**src/rtl/video_timing.sv**
```systemverilog
// Purpose: raster timing generator with latency-aligned sync/de and colour gating (optional: VIDEO_TEST_PATTERN_EN).
// Latency: x/y coords and copy_start are immediate; hsync/vsync/de/pattern are delayed by PIPE_LATENCY clocks.
// Backpressure: none; free-running counters advance every pixel_clk, the renderer must keep up.
module video_timing #(
  parameter int H_VISIBLE    = 640,
  parameter int H_FRONT      = 16,
  parameter int H_SYNC       = 96,
  parameter int H_BACK       = 48,
  parameter int V_VISIBLE    = 480,
  parameter int V_FRONT      = 10,
  parameter int V_SYNC       = 2,
  parameter int V_BACK       = 33,
  parameter int PIPE_LATENCY = 6,
  parameter int COORD_WIDTH  = 16,
  parameter bit SYNC_ACTIVE  = 1'b0
) (
  input  logic                   pixel_clk,
  input  logic                   reset,
`ifdef VIDEO_TEST_PATTERN_EN
  input  logic                   test_pattern,
`endif
  input  logic [15:0]            color_in,
  output logic [COORD_WIDTH-1:0] x_coord,
  output logic [COORD_WIDTH-1:0] y_coord,
  output logic                   copy_start,
  output logic                   hsync,
  output logic                   vsync,
  output logic                   de,
  output logic [4:0]             r,
  output logic [5:0]             g,
  output logic [4:0]             b,
  output logic [15:0]            frame_count
);

  localparam int H_TOTAL = H_VISIBLE + H_FRONT + H_SYNC + H_BACK;
  localparam int V_TOTAL = V_VISIBLE + V_FRONT + V_SYNC + V_BACK;
  // One extra count of headroom so the sync end bound fits even with a zero back porch.
  localparam int HW = $clog2(H_TOTAL + 1);
  localparam int VW = $clog2(V_TOTAL + 1);

  logic [HW-1:0] h_cnt_q, h_cnt_d;
  logic [VW-1:0] v_cnt_q, v_cnt_d;
  logic [15:0]   frame_count_q, frame_count_d;
  logic          copy_start_q, copy_start_d;
  logic          h_wrap, v_wrap;
  logic          raw_active, raw_hs, raw_vs;

  // Delay lines hold "asserted" flags; 0 means inactive, so clearing them deasserts everything.
  logic [PIPE_LATENCY-1:0] act_pipe_q, act_pipe_d;
  logic [PIPE_LATENCY-1:0] hs_pipe_q, hs_pipe_d;
  logic [PIPE_LATENCY-1:0] vs_pipe_q, vs_pipe_d;

  // Counter, frame and vblank-pulse next-state logic.
  always_comb begin
    h_wrap        = (h_cnt_q == HW'(H_TOTAL - 1));
    v_wrap        = (v_cnt_q == VW'(V_TOTAL - 1));
    h_cnt_d       = h_wrap ? '0 : h_cnt_q + 1'b1;
    v_cnt_d       = v_cnt_q;
    frame_count_d = frame_count_q;
    if (h_wrap) begin
      v_cnt_d = v_wrap ? '0 : v_cnt_q + 1'b1;
      if (v_wrap) frame_count_d = frame_count_q + 16'd1;
    end
    // Registered pulse lands on the same clock the counters show line V_VISIBLE, pixel 0.
    copy_start_d = (h_cnt_d == '0) && (v_cnt_d == VW'(V_VISIBLE));
  end

  // Raw timing decode from the live counters.
  always_comb begin
    raw_active = (h_cnt_q < HW'(H_VISIBLE)) && (v_cnt_q < VW'(V_VISIBLE));
    raw_hs     = (h_cnt_q >= HW'(H_VISIBLE + H_FRONT)) &&
                 (h_cnt_q <  HW'(H_VISIBLE + H_FRONT + H_SYNC));
    raw_vs     = (v_cnt_q >= VW'(V_VISIBLE + V_FRONT)) &&
                 (v_cnt_q <  VW'(V_VISIBLE + V_FRONT + V_SYNC));
  end

  // Shift the raw flags down the renderer-matching delay lines.
  always_comb begin
    act_pipe_d    = act_pipe_q;
    hs_pipe_d     = hs_pipe_q;
    vs_pipe_d     = vs_pipe_q;
    act_pipe_d[0] = raw_active;
    hs_pipe_d[0]  = raw_hs;
    vs_pipe_d[0]  = raw_vs;
    for (int i = 1; i < PIPE_LATENCY; i++) begin
      act_pipe_d[i] = act_pipe_q[i-1];
      hs_pipe_d[i]  = hs_pipe_q[i-1];
      vs_pipe_d[i]  = vs_pipe_q[i-1];
    end
  end

  // State registers with synchronous reset.
  always_ff @(posedge pixel_clk) begin
    if (reset) begin
      h_cnt_q       <= '0;
      v_cnt_q       <= '0;
      frame_count_q <= '0;
      copy_start_q  <= 1'b0;
      act_pipe_q    <= '0;
      hs_pipe_q     <= '0;
      vs_pipe_q     <= '0;
    end else begin
      h_cnt_q       <= h_cnt_d;
      v_cnt_q       <= v_cnt_d;
      frame_count_q <= frame_count_d;
      copy_start_q  <= copy_start_d;
      act_pipe_q    <= act_pipe_d;
      hs_pipe_q     <= hs_pipe_d;
      vs_pipe_q     <= vs_pipe_d;
    end
  end

  // Coordinates are zero-extended; COORD_WIDTH must cover the counter widths.
  assign x_coord     = {{(COORD_WIDTH - HW){1'b0}}, h_cnt_q};
  assign y_coord     = {{(COORD_WIDTH - VW){1'b0}}, v_cnt_q};
  assign copy_start  = copy_start_q;
  assign frame_count = frame_count_q;
  assign de          = act_pipe_q[PIPE_LATENCY-1];
  assign hsync       = hs_pipe_q[PIPE_LATENCY-1] ? SYNC_ACTIVE : ~SYNC_ACTIVE;
  assign vsync       = vs_pipe_q[PIPE_LATENCY-1] ? SYNC_ACTIVE : ~SYNC_ACTIVE;

  logic [15:0] pix_color;

`ifdef VIDEO_TEST_PATTERN_EN
  logic [15:0] pat_pipe_q [PIPE_LATENCY];
  logic [15:0] pat_pipe_d [PIPE_LATENCY];

  // Pattern colour follows the same delay as de so it lines up with the renderer stream.
  always_comb begin
    pat_pipe_d    = pat_pipe_q;
    pat_pipe_d[0] = {x_coord[7:3], y_coord[7:2], x_coord[7:3]};
    for (int i = 1; i < PIPE_LATENCY; i++) pat_pipe_d[i] = pat_pipe_q[i-1];
  end

  // Pattern delay line registers.
  always_ff @(posedge pixel_clk) begin
    if (reset) begin
      for (int i = 0; i < PIPE_LATENCY; i++) pat_pipe_q[i] <= '0;
    end else begin
      pat_pipe_q <= pat_pipe_d;
    end
  end

  assign pix_color = test_pattern ? pat_pipe_q[PIPE_LATENCY-1] : color_in;
`else
  assign pix_color = color_in;
`endif

  // Colour gating: blank outside the display window, no register in the path.
  always_comb begin
    r = '0;
    g = '0;
    b = '0;
    if (de) begin
      r = pix_color[15:11];
      g = pix_color[10:5];
      b = pix_color[4:0];
    end
  end

endmodule

```
**config.mk**
```make
export PLATFORM = sky130hd
export DESIGN_NAME = video_timing
export DESIGN_NICKNAME = d
export VERILOG_FILES = /design/src/rtl/video_timing.sv
export SDC_FILE = /design/constraint.sdc
export NUM_CORES = 1
export LEC_CHECK = 0
export BUFFER_PORTS_ARGS = -buffer_cell sky130_fd_sc_hd__buf_2
export CORE_UTILIZATION = 51
export DETAILED_ROUTE_END_ITERATION = 12
export MAX_ROUTING_LAYER = met4
export PLACE_DENSITY = 0.9
export SYNTH_ARGS = -nofsm -noshare
export SYNTH_HDL_FRONTEND = slang
export SYNTH_SLANG_ARGS = --single-unit
```
**constraint.sdc**
```tcl
create_clock -name pixel_clk -period 2.7 [get_ports pixel_clk]
set_clock_uncertainty 0.05 [all_clocks]
set_input_delay 0.27 -clock pixel_clk [delete_from_list [all_inputs] [get_ports pixel_clk]]
set_output_delay 0.27 -clock pixel_clk [all_outputs]
set_load 0.1 [all_outputs]
```
* Yosys cells after proc, flatten, opt, wreduce, memory -nomap -nowiden
Index checks and enable logic that the tools add are counted.
Widths: inputs -> output; s select.
** Word-level totals
- Flip-flop bits (word level) :: 55
- Input bits :: 18
- Output and inout port bits :: 68
- Logic and storage cells :: 33
** Operators by class
- Add/sub/neg operators :: 3
- Order comparisons :: 6
- Eq/ne operators :: 3
- Mux-type cells :: 8
- Reductions and logical operators :: 6
** Operators with widths (count)
- $mux 10 :: 3
- $add 10x1->10 const B :: 2
- $eq 10x10->1 const B :: 2
- $lt 10x10->1 const B :: 2
- $lt 10x9->1 const B :: 2
- $add 16x1->16 const B :: 1
- $eq 10x9->1 const B :: 1
- $ge 10x10->1 const B :: 1
- $ge 10x9->1 const B :: 1
- $logic_not 10->1 :: 1
- $mux 5 :: 2
- $mux 6 :: 1
- $logic_and 1x1->1 :: 4
- $mux 1 :: 2
- $reduce_and 2->1 :: 1

* Logic depth before layout (Yosys ltp)
Gate-level depths: netlist (run 1).
- Depth in word-level cells :: 5
- Depth in mapped cells :: 9

* Worst setup path after synthesis (run 1)
OpenSTA, ideal clock, no wires.
- Path kind :: register -> register
- Start point :: register h_cnt_q[0]
- End point :: register copy_start_q, in the netlist copy_start
- Arrival time :: 2800 ps
- Required time :: 2526 ps
- Slack :: -274 ps
- Cell stages (with the launch flop) :: 9
- Buffers on the path :: 1
- Cell sequence :: dfxtp_1 -> ha_1 -> nand4_1 -> or3_1 -> buf_6 -> mux2_1 -> o221a_1 -> nand4_1 -> a211oi_2
** On the way
- Longest elaborated chain between the ends :: 4
- Elaborated cells on any way between the ends :: 7
** Ends and longest elaborated chain
- start, declared :: RTL line 41 : logic [HW-1:0] h_cnt_q, h_cnt_d;
- start signal, assigned :: RTL line 103 : h_cnt_q <= h_cnt_d;
- $add 10x1->10 / $eq 10x10->1 (equally long branches) :: RTL line 57, 55
- $mux 10, on equally long branches :: RTL line 57, 60
- $logic_not 10->1 / $eq 10x9->1 (equally long branches) :: RTL line 65 : copy_start_d = (h_cnt_d == '0) && (v_cnt_d == VW'(V_VISIBLE));
- $logic_and 1x1->1 * :: RTL line 65
- end signal, assigned :: RTL line 106 : copy_start_q <= copy_start_d;
- end, declared :: RTL line 44 : logic copy_start_q, copy_start_d;
Every way passes the cells marked *; elsewhere a longest branch is shown, timed or not.
A chain may end at the register's enable or synchronous reset.

* Final worst setup path (run 1)
- Start point :: register v_cnt_q[0]
- End point :: register frame_count_q[15], in the netlist frame_count[15]
** On the way
- Longest elaborated chain between the ends :: 2
** Ends and longest elaborated chain
- start, declared :: RTL line 42 : logic [VW-1:0] v_cnt_q, v_cnt_d;
- start signal, assigned :: RTL line 104 : v_cnt_q <= v_cnt_d;
- $eq 10x10->1 :: RTL line 56 : v_wrap = (v_cnt_q == VW'(V_TOTAL - 1));
- $reduce_and 2->1 (no line)
- end signal, assigned :: RTL line 105 : frame_count_q <= frame_count_d;
- end, declared :: RTL line 43 : logic [15:0] frame_count_q, frame_count_d;
No other way between the ends.

==> flow_summary_export.csv, run 1 <==
group,metric,value,unit
floorplanning,dieArea,5642,µm²
yosys,synth-edff-count,0,
grt,overflow,0,
grt,antenna_found_initial,0,
floorplanning,core,5140,µm²
sta,clock.fmax,411.3,MHz
worst_setup_path,crit_family,"simple AND/OR/NAND/NOR gates",
pwr,p_per_area,466.9,nW/µm²
worst_setup_path,worst-path-buf-inv,1,
yosys,ys_seq_area_share,40.39,%
worst_hold_path,worstHoldStart,"reset",
worst_setup_path,critPathArrivalTime,2.58,ns
pwr,peakVddDrop,0.0002735,V
worst_setup_path,startpoint,"v_cnt_q[0]",
worst_setup_path,critPathKind,"register to register",
grt,grt_pass1_wl,9.673,mm
worst_setup_path,cp_max_fo,9,
worst_setup_path,worstSetupEndpointType,"register",
yosys,avgSynthCellArea,8.683,µm²
cells_and_area,drive_above_1_share,27.23,%
sta,rsz0062_at_grt,"false",
sta,worst_slack,0.2687,ns
yosys,synthFlopType,"dfxtp_1",
place,gp_congestion,0.9505,
clocking,ctsHoldBuffers,0,
routing,first_pass_iters,4,
place,placed_cell_area,3083,µm²
floorplanning,die_h,75.12,µm
place,hpwl,4.533,mm
worst_setup_path,cpMaxStageDelayCell,"or4_1",
yosys,synth.most_common_cell,"dfxtp_1",
floorplanning,rows,26,
yosys,yosys_warnings,0,
yosys,netlist_top_cells_area,"dfxtp_1 40%, xnor2_1 5.5%, nor2_1 4.7%",
sta,setup_viol_count_final,0,
outcome,status,"finished clean",
clocking,cts_made_buffers,5,
routing,wl,6.171,mm
routing,postRouteAntennaNets,0,
worst_hold_path,holdCritPathClass,"input pin to register",
clocking,post_cts_buffers,0,
yosys,yosys.area.top_type,"dfxtp_1",
sta,fin_tns_setup,0,ns
cells_and_area,antenna_cells,0,
sta,slew_violations,0,
routing,via_count,2423,
pwr,p_leak,1.370,nW
worst_setup_path,worstPathRequired,2.85,ns
clocking,max-clock-path-buffers,2,
cells_and_area,nets,404,
clocking,clkSinkCount,55,
sta,relSlewSlack,59.64,%
grt,grt_pass1_vias,2214,
routing,drc_errors,0,
pwr,p_sw_share,28.86,%
yosys,synth_common_cells,"55 x dfxtp_1, 34 x nor2_1, 19 x nor2b_1",
floorplanning,die_w,75.12,µm
floorplanning,io_pins,86,
worst_setup_path,critical-path-max-stage-delay,0.68,ns
routing,post_drt_wl_per_cell,13.65,µm
clocking,root_buffer,"clkbuf_8",
run,cap_violations,0,
clocking,cts_tree,"done",
yosys,synth.distinct_cells,47,
clocking,htreeDepth,2,
worst_setup_path,critPathLaunchType,"register",
pwr,pwr-share-comb,11.9,%
yosys,synth-seq-cells,55,
grt,grt_start_max_net_pins,29,
pwr,clkPwrFrac,32.3,%
sta,min_period_over_period,90.05,%
cells_and_area,fin_area,3182,µm²
clocking,clkTransAtPathRegs,0.09,ns
yosys,synth_top_area_share,40.39,%
yosys,synth_cells,314,
worst_setup_path,r2r-start,"v_cnt_q[0]",
routing,first_iter_violations,129,
place,portBuffers,73,
pwr,intPower,1.057,mW
grt,gr-usage-all-layers,23.43,%
place,dp_slack,0.2872,ns
yosys,netlist_area,2726,µm²
sta,tightest_slew,0.5999,ns
pwr,p_sw,0.4287,mW
sta,post-route-min-period,2.431,ns
cells_and_area,area_growth,16.70,%
pwr,seq_power_share,55.8,%
routing,vias_per_cell,5.361,
clocking,clk_latency,0.31,ns
floorplanning,initial_core_util,53.04,%
sta,hold_violations,0,
worst_setup_path,path_cells,"inv_1 -> ha_1 -> nand4b_1 -> or4_1 -> nor4_4 -> nand3_1 -> xor2_1 -> nor2_1",
yosys,synthArstFlopShare,0,%
clocking,ctsResizeCount,0,
[stage by stage]
stage               hold slack (ns)  total power [mW]  utilization (%)  std cells
floorplan                    0.3638             1.011                -        325
global placement             0.3661             1.022            59.98        444
detailed placement           0.3754             1.024            59.98        444
CTS                          0.2844             1.500            61.90        452
global route                 0.3063             1.543            61.90        452
finish                       0.3032             1.486            61.90        452
[metal layers]
metal,track usage [%],up-vias,routed length (µm)
met1,25.33,1117,2523
li1,-,1167,-
met3,5.087,13,494
met5,-,-,0
met2,41.34,126,3031
met4,9.853,0,123
[power by group through the flow]
stage	clock, mW	combinational (mW)	sequential [mW]
3_5_place_dp	0	0.176	0.848
6_report	0.480	0.177	0.829
3_3_place_gp	0	0.175	0.847
2_1_floorplan	0	0.126	0.885
4_1_cts	0.494	0.177	0.829
5_1_grt	0.526	0.186	0.831
[worst reg2reg max path, cell delays in order, from the launching register on]
cell,delay [ns]
dfxtp_1,0.41
inv_1,0.10
ha_1,0.17
nand4b_1,0.13
or4_1,0.68
nor4_4,0.41
nand3_1,0.15
xor2_1,0.15
nor2_1,0.06
[flip-flops by register name (all words and copies together), names as in the netlist]
signal,count
h_cnt_q,10
v_cnt_q,10
copy_start,1
frame_count,16
vs_pipe_q,6
hs_pipe_q,6
act_pipe_q,6
[layout by cell type, fill, tap and decap left out, drive strengths merged, types with 2 or more instances in the layout]
cell type and instances:
nor3 17, nor4 8, o21bai 2, a31oi 3, conb 12, buf 79
clkbuf 6, ha 5, a31o 2, dfxtp 55, a211oi 2, and2 16
nand4 10, xor2 14, nor2 36, xnor2 17, nand2 18, nand3 14
and3 6, or3 2, nand4b 2, o21ai 2, a21oi 7, nor2b 19
and4 3, inv 9, nand2b 2, a21o 2
[cell type report]
| class | instances | area (µm²) |
|---|---|---|
| clock buffers | 6 | 82.58 |
| repair buffers | 79 | 410.4 |
| flip-flops and latches | 55 | 1110 |
| multi-input cells | 231 | 1441 |
| fillers | 446 | 1958 |
| clock inverters | 2 | 16.27 |
| well taps | 70 | 87.58 |
| inverters | 9 | 33.78 |
[cells by family after synthesis]
group	share of synthesized area, %
fa+ha+maj	2.295
xor+xnor	9.959
simple gates	31.85
mux	0.4130
flops	40.39
compound gates	6.700
other cells	0.1375
buf+inv	8.260
[worst paths after layout]
kind	end	slack, ns	cells after the start
max	frame_count[15]	0.27	8
min	hs_pipe_q[4]	0.30	2
max reg2reg	frame_count[15]	0.27	8
min reg2reg	act_pipe_q[2]	0.39	1
No activity file was read; power rests on OpenSTA's default activity.
==> run 2, diff against run 1 <==
- CORE_UTILIZATION: 51 -> 55
- PLACE_DENSITY: 0.9 -> 0.95
- RECOVER_POWER: not set -> 25
- TNS_END_PERCENT: not set -> 50
- clock period: 2.7 -> 2.9 ns (I/O delays scaled with it)
==> run 2 against run 1 <==
Clock power grew 7.5%. First-iteration DRC count shrank 5.4%. Sequential share of layout area grew 0.20 points. The flow now finishes with violations (capacitance limit, slew limit). Power shrank 2.4%. Worst hold slack gained 0.086 ns. Critical path depth shrank 1. Register-to-register slack gained 0.02 ns. Cell count shrank 1.5%. Clock-buffer cell count shrank 1.
==> flow_summary_export.csv, run 2 (synthesis gave the netlist of run 1 again) <==
group,metric,value,unit
pwr,p_total,1.449,mW
routing,drc_errors,0,
clocking,ctsHoldBuffers,0,
worst_setup_path,critPathKind,"register to register",
clocking,max-clock-path-buffers,2,
place,gp_congestion,0.9476,
clocking,clk_latency,0.32,ns
worst_hold_path,holdCritPathClass,"register to register",
floorplanning,die_h,72.41,µm
clocking,htreeDepth,2,
worst_setup_path,cp_max_fo,14,
pwr,intPower,1.047,mW
pwr,seq_power_share,53.3,%
pwr,pwr-share-comb,11.2,%
worst_setup_path,path_cells,"ha_1 -> nand4_1 -> or3_1 -> a211oi_2 -> o221a_1 -> nand4_1 -> a211oi_2",
clocking,root_buffer,"clkbuf_8",
cells_and_area,largest_reg_flops,16,
pwr,p_sw_share,27.76,%
pwr,p_sw,0.4024,mW
worst_setup_path,worstSetupEndpointType,"register",
sta,tightest_slew,1.797,ns
worst_hold_path,holdPathStages,1,
sta,fin_tns_setup,0,ns
grt,gr-usage-all-layers,22.97,%
cells_and_area,fillers,408,
pwr,clkPwrFrac,35.6,%
sta,rsz0062_at_grt,"false",
sta,hold_violations,0,
grt,overflow,0,
place,portBuffers,73,
floorplanning,initial_core_util,57.34,%
pwr,p_per_area,460.7,nW/µm²
outcome,violations,"capacitance limit, slew limit",
worst_setup_path,startpoint,"h_cnt_q[0]",
floorplanning,rows,25,
routing,first_iter_violations,122,
sta,clock.fmax,383.0,MHz
cells_and_area,layout_common_cells,"66 x buf_2, 53 x dfxtp_1, 34 x nor2_1",
clocking,cts_made_buffers,5,
sta,min_period_over_period,90.03,%
sta,relSlewSlack,-19.81,%
cells_and_area,antenna_cells,0,
worst_setup_path,critPathArrivalTime,2.79,ns
routing,wl,5.745,mm
worst_setup_path,r2r-start,"h_cnt_q[0]",
clocking,clkSinkCount,55,
clocking,clkTransAtPathRegs,0.10,ns
grt,grt_start_max_net_pins,46,
worst_setup_path,reg2reg_depth,7,
routing,post_drt_wl_per_cell,12.91,µm
floorplanning,io_pins,86,
worst_hold_path,worstHoldStart,"vs_pipe_q[1]",
grt,grt_pass1_wl,9.025,mm
cells_and_area,drive_above_1_share,23.02,%
pwr,peakVddDrop,0.0002279,V
clocking,post_cts_buffers,0,
run,cap_violations,1,
worst_setup_path,critPathLaunchType,"register",
pwr,p_leak,1.329,nW
clocking,cts_tree,"done",
worst_setup_path,cpMaxStageDelayCell,"or3_1",
routing,postRouteAntennaNets,0,
cells_and_area,nets,400,
cells_and_area,layout_commonest_cell,"buf_2",
cells_and_area,area_growth,15.37,%
routing,via_count,2371,
floorplanning,die_w,72.41,µm
sta,setup_viol_count_final,0,
place,hpwl,4.145,mm
routing,first_pass_iters,4,
worst_setup_path,critical-path-max-stage-delay,0.72,ns
clocking,ctsResizeCount,0,
outcome,status,"finished, violations left",
floorplanning,core,4755,µm²
floorplanning,dieArea,5242,µm²
worst_setup_path,worstPathRequired,3.08,ns
grt,grt_pass1_vias,2008,
grt,antenna_found_initial,0,
sta,slew_violations,46,
routing,vias_per_cell,5.328,
sta,post-route-min-period,2.611,ns
## run 2: power groups by stage
stage / sequential (mW) / combinational [mW] / clock, mW
floorplan: 0.824 / 0.117 / 0
global placement: 0.789 / 0.162 / 0
detailed placement: 0.789 / 0.164 / 0
CTS: 0.772 / 0.164 / 0.527
global route: 0.774 / 0.169 / 0.552
finish: 0.772 / 0.162 / 0.516
## run 2: per-layer routing
| metal | global-route usage [%] | up-vias | wire, µm |
|---|---|---|---|
| met4 | 10.02 | 0 | 95 |
| met5 | - | - | 0 |
| li1 | - | 1161 | - |
| met2 | 37.80 | 120 | 2761 |
| met3 | 4.722 | 8 | 449 |
| met1 | 27.15 | 1082 | 2438 |
## run 2: worst paths after layout
kind              slack (ns)           end
setup / recovery        0.29    copy_start
hold reg to reg         0.39  vs_pipe_q[2]
hold / removal          0.39  vs_pipe_q[2]
setup reg to reg        0.29    copy_start
## run 2: worst max-delay path, delay by kind of cell, from the launching register on
| kind | cells | cell delay, ns |
|---|---|---|
| simple gates | 3 | 1.07 |
| compound gates | 3 | 0.78 |
| flops | 1 | 0.38 |
| fa+ha+maj | 1 | 0.25 |
## run 2: cell type report
| type | instances | area [µm²] | area share [%] |
|---|---|---|---|
| Clock buffer | 5 | 68.82 | 2.188 |
| Clock inverter | 3 | 46.29 | 1.472 |
| Timing Repair Buffer | 75 | 367.9 | 11.69 |
| Multi-Input combinational cell | 231 | 1441 | 45.82 |
| Inverter | 9 | 33.78 | 1.074 |
| Sequential cell | 55 | 1104 | 35.08 |
| Tap cell | 67 | 83.83 | 2.665 |
## run 2: metrics by stage
stage                     hold slack (ns)  instance area (µm²)  utilization (%)  setup WS, ns  std cells
after CTS                          0.3922                 3158            66.42        0.3084        445
after global routing               0.4043                 3146            66.16        0.1619        445
after global placement             0.3659                 3043            64.00        0.4846        437
final                              0.3894                 3146            66.16        0.2892        445
after floorplan                    0.3638                 2770                -       0.01309        325
after detailed placement           0.3758                 3043            64.00        0.3418        437
==> run 3, diff against run 2 <==
- SETUP_SLACK_MARGIN: not set -> 0.3
==> run 3 against run 2 <==
The run still ends with capacitance limit, slew limit left. Worst hold slack gained 0.0039 ns. Non-clock buffer count grew 1. Setup slack gained 0.14 ns. Via count grew 0.72%. Die area is the same. Global-route usage grew 0.10 points. Core utilization grew 0.63 points. Power grew 0.72%. Sequential share of layout area grew 0.14 points. Critical endpoint is now frame_count[15].
==> flow_summary_export.csv, run 3 (synthesis gave the netlist of run 1 again) <==
group,metric,value,unit
worst_setup_path,reg2reg_depth,6,
floorplanning,core,4755,µm²
sta,tightest_slew,1.807,ns
place,gp_congestion,0.9791,
outcome,violations,"capacitance limit, slew limit",
clocking,cts_tree,"done",
run,cap_violations,1,
outcome,status,"finished, violations left",
sta,setup_viol_count_final,0,
sta,post-route-min-period,2.473,ns
grt,gr-usage-all-layers,23.07,%
routing,wl,5.836,mm
place,placed_cell_area,3065,µm²
grt,grt_pass1_wl,9.183,mm
routing,wl_met2,2.809,mm
sta,worst_slack,0.4265,ns
cells_and_area,largest_reg_flops,16,
pwr,p_total,1.460,mW
cells_and_area,area_growth,16.48,%
grt,overflow,0,
clocking,post_cts_buffers,0,
routing,postRouteAntennaNets,0,
worst_setup_path,crit_end,"frame_count[15]",
worst_setup_path,startpoint,"v_cnt_q[2]",
worst_setup_path,critPathKind,"register to register",
routing,via_count,2388,
worst_hold_path,holdCritPathClass,"register to register",
worst_setup_path,cp_max_fo,12,
floorplanning,io_pins,86,
sta,fin_tns_setup,0,ns
place,dp_slack,0.4302,ns
cells_and_area,layout_commonest_cell,"buf_2",
sta,slew_violations,46,
worst_setup_path,r2r-start,"v_cnt_q[2]",
worst_setup_path,critPathArrivalTime,2.57,ns
clocking,clkSinkCount,55,
place,hpwl,4.167,mm
floorplanning,dieArea,5242,µm²
routing,first_iter_violations,134,
clocking,clk_latency,0.32,ns
floorplanning,die_w,72.41,µm
sta,relSlewSlack,-20.44,%
sta,hold_violations,0,
sta,rsz0062_at_grt,"false",
floorplanning,die_h,72.41,µm
worst_setup_path,rr_endpoint,"frame_count[15]",
routing,met1Wirelength,2.500,mm
grt,grt_pass1_vias,2051,
place,portBuffers,73,
sta,clock.fmax,404.3,MHz
pwr,p_per_area,459.7,nW/µm²
grt,antenna_found_initial,0,
worst_setup_path,worstPathRequired,3.00,ns
routing,wl_met3,444,µm
clocking,cts_made_buffers,5,
cells_and_area,nets,401,
cells_and_area,layout_common_cells,"68 x buf_2, 41 x dfxtp_1, 34 x nor2_1",
floorplanning,rows,25,
clocking,root_buffer,"clkbuf_8",
worst_setup_path,worstSetupEndpointType,"register",
clocking,htreeDepth,2,
worst_setup_path,critPathLaunchType,"register",
clocking,max-clock-path-buffers,2,
routing,vias_per_cell,5.354,
routing,post_drt_wl_per_cell,13.09,µm
floorplanning,initial_core_util,57.34,%
clocking,clkTransAtPathRegs,0.11,ns
grt,grt_start_max_net_pins,46,
place,placed_cells,438,
routing,top_layer,"met4",
pwr,p_leak,1.351,nW
worst_hold_path,holdPathStages,1,
pwr,peakVddDrop,0.0002207,V
cells_and_area,final_cell_count_no_fill,446,
cells_and_area,antenna_cells,0,
cells_and_area,drive_above_1_share,27.18,%
sta,min_period_over_period,85.29,%
routing,drc_errors,0,
cells_and_area,fin_area,3176,µm²
routing,first_pass_iters,4,
worst_setup_path,r2r_setup_slack,0.43,ns
[run 3: through the flow]
| step | hold slack (ns) | util, % |
|---|---|---|
| after floorplan | 0.3638 | - |
| after global placement | 0.3646 | 64.47 |
| after detailed placement | 0.3746 | 64.47 |
| after CTS | 0.3983 | 66.89 |
| after global routing | 0.4081 | 66.79 |
| final | 0.3933 | 66.79 |
[run 3: how the worst min path moves through the flow]
stage	from	to	slack (ns)
after detailed placement	hs_pipe_q[2]	hs_pipe_q[3]	0.37
after global placement	hs_pipe_q[0]	hs_pipe_q[1]	0.36
after global routing	hs_pipe_q[2]	hs_pipe_q[3]	0.41
after CTS	hs_pipe_q[2]	hs_pipe_q[3]	0.40
after floorplan	act_pipe_q[0]	act_pipe_q[1]	0.36
final	act_pipe_q[1]	act_pipe_q[2]	0.39
[run 3: timing repair]
| item | CTS | global route |
|---|---|---|
| gates resized for setup | 0 | 1 |
| endpoints found under the hold margin | 0 | 0 |
| endpoints found under the setup margin | 0 | 2 |
| hold buffers | 0 | 0 |
[run 3: critical path: stages (launching register included)]
cell and delay [ns]:
dfxtp_2 0.47, or3b_1 0.38, or4_1 0.60, nor4_4 0.41
nand3_1 0.16, xor2_1 0.18, nor2_1 0.06
[run 3: final cells by class]
type | count | area (µm²)
clock buffers | 5 | 68.82
fillers | 424 | 1579
well taps | 67 | 83.83
flip-flops and latches | 55 | 1119
multi-input cells | 231 | 1446
clock inverters | 3 | 46.29
repair buffers | 76 | 377.9
inverters | 9 | 33.78
[run 3: where the power goes]
part	internal [mW]	switching, mW
clock network	0.261	0.266
logic	0.0238	0.138
registers	0.763	0.00843
[run 3: routing by layer]
layer  GRT usage [%]  vias up
li1                -     1169
met1           26.77     1096
met2           40.29      111
met3           5.278       12
met4           5.664        0
met5               -        -
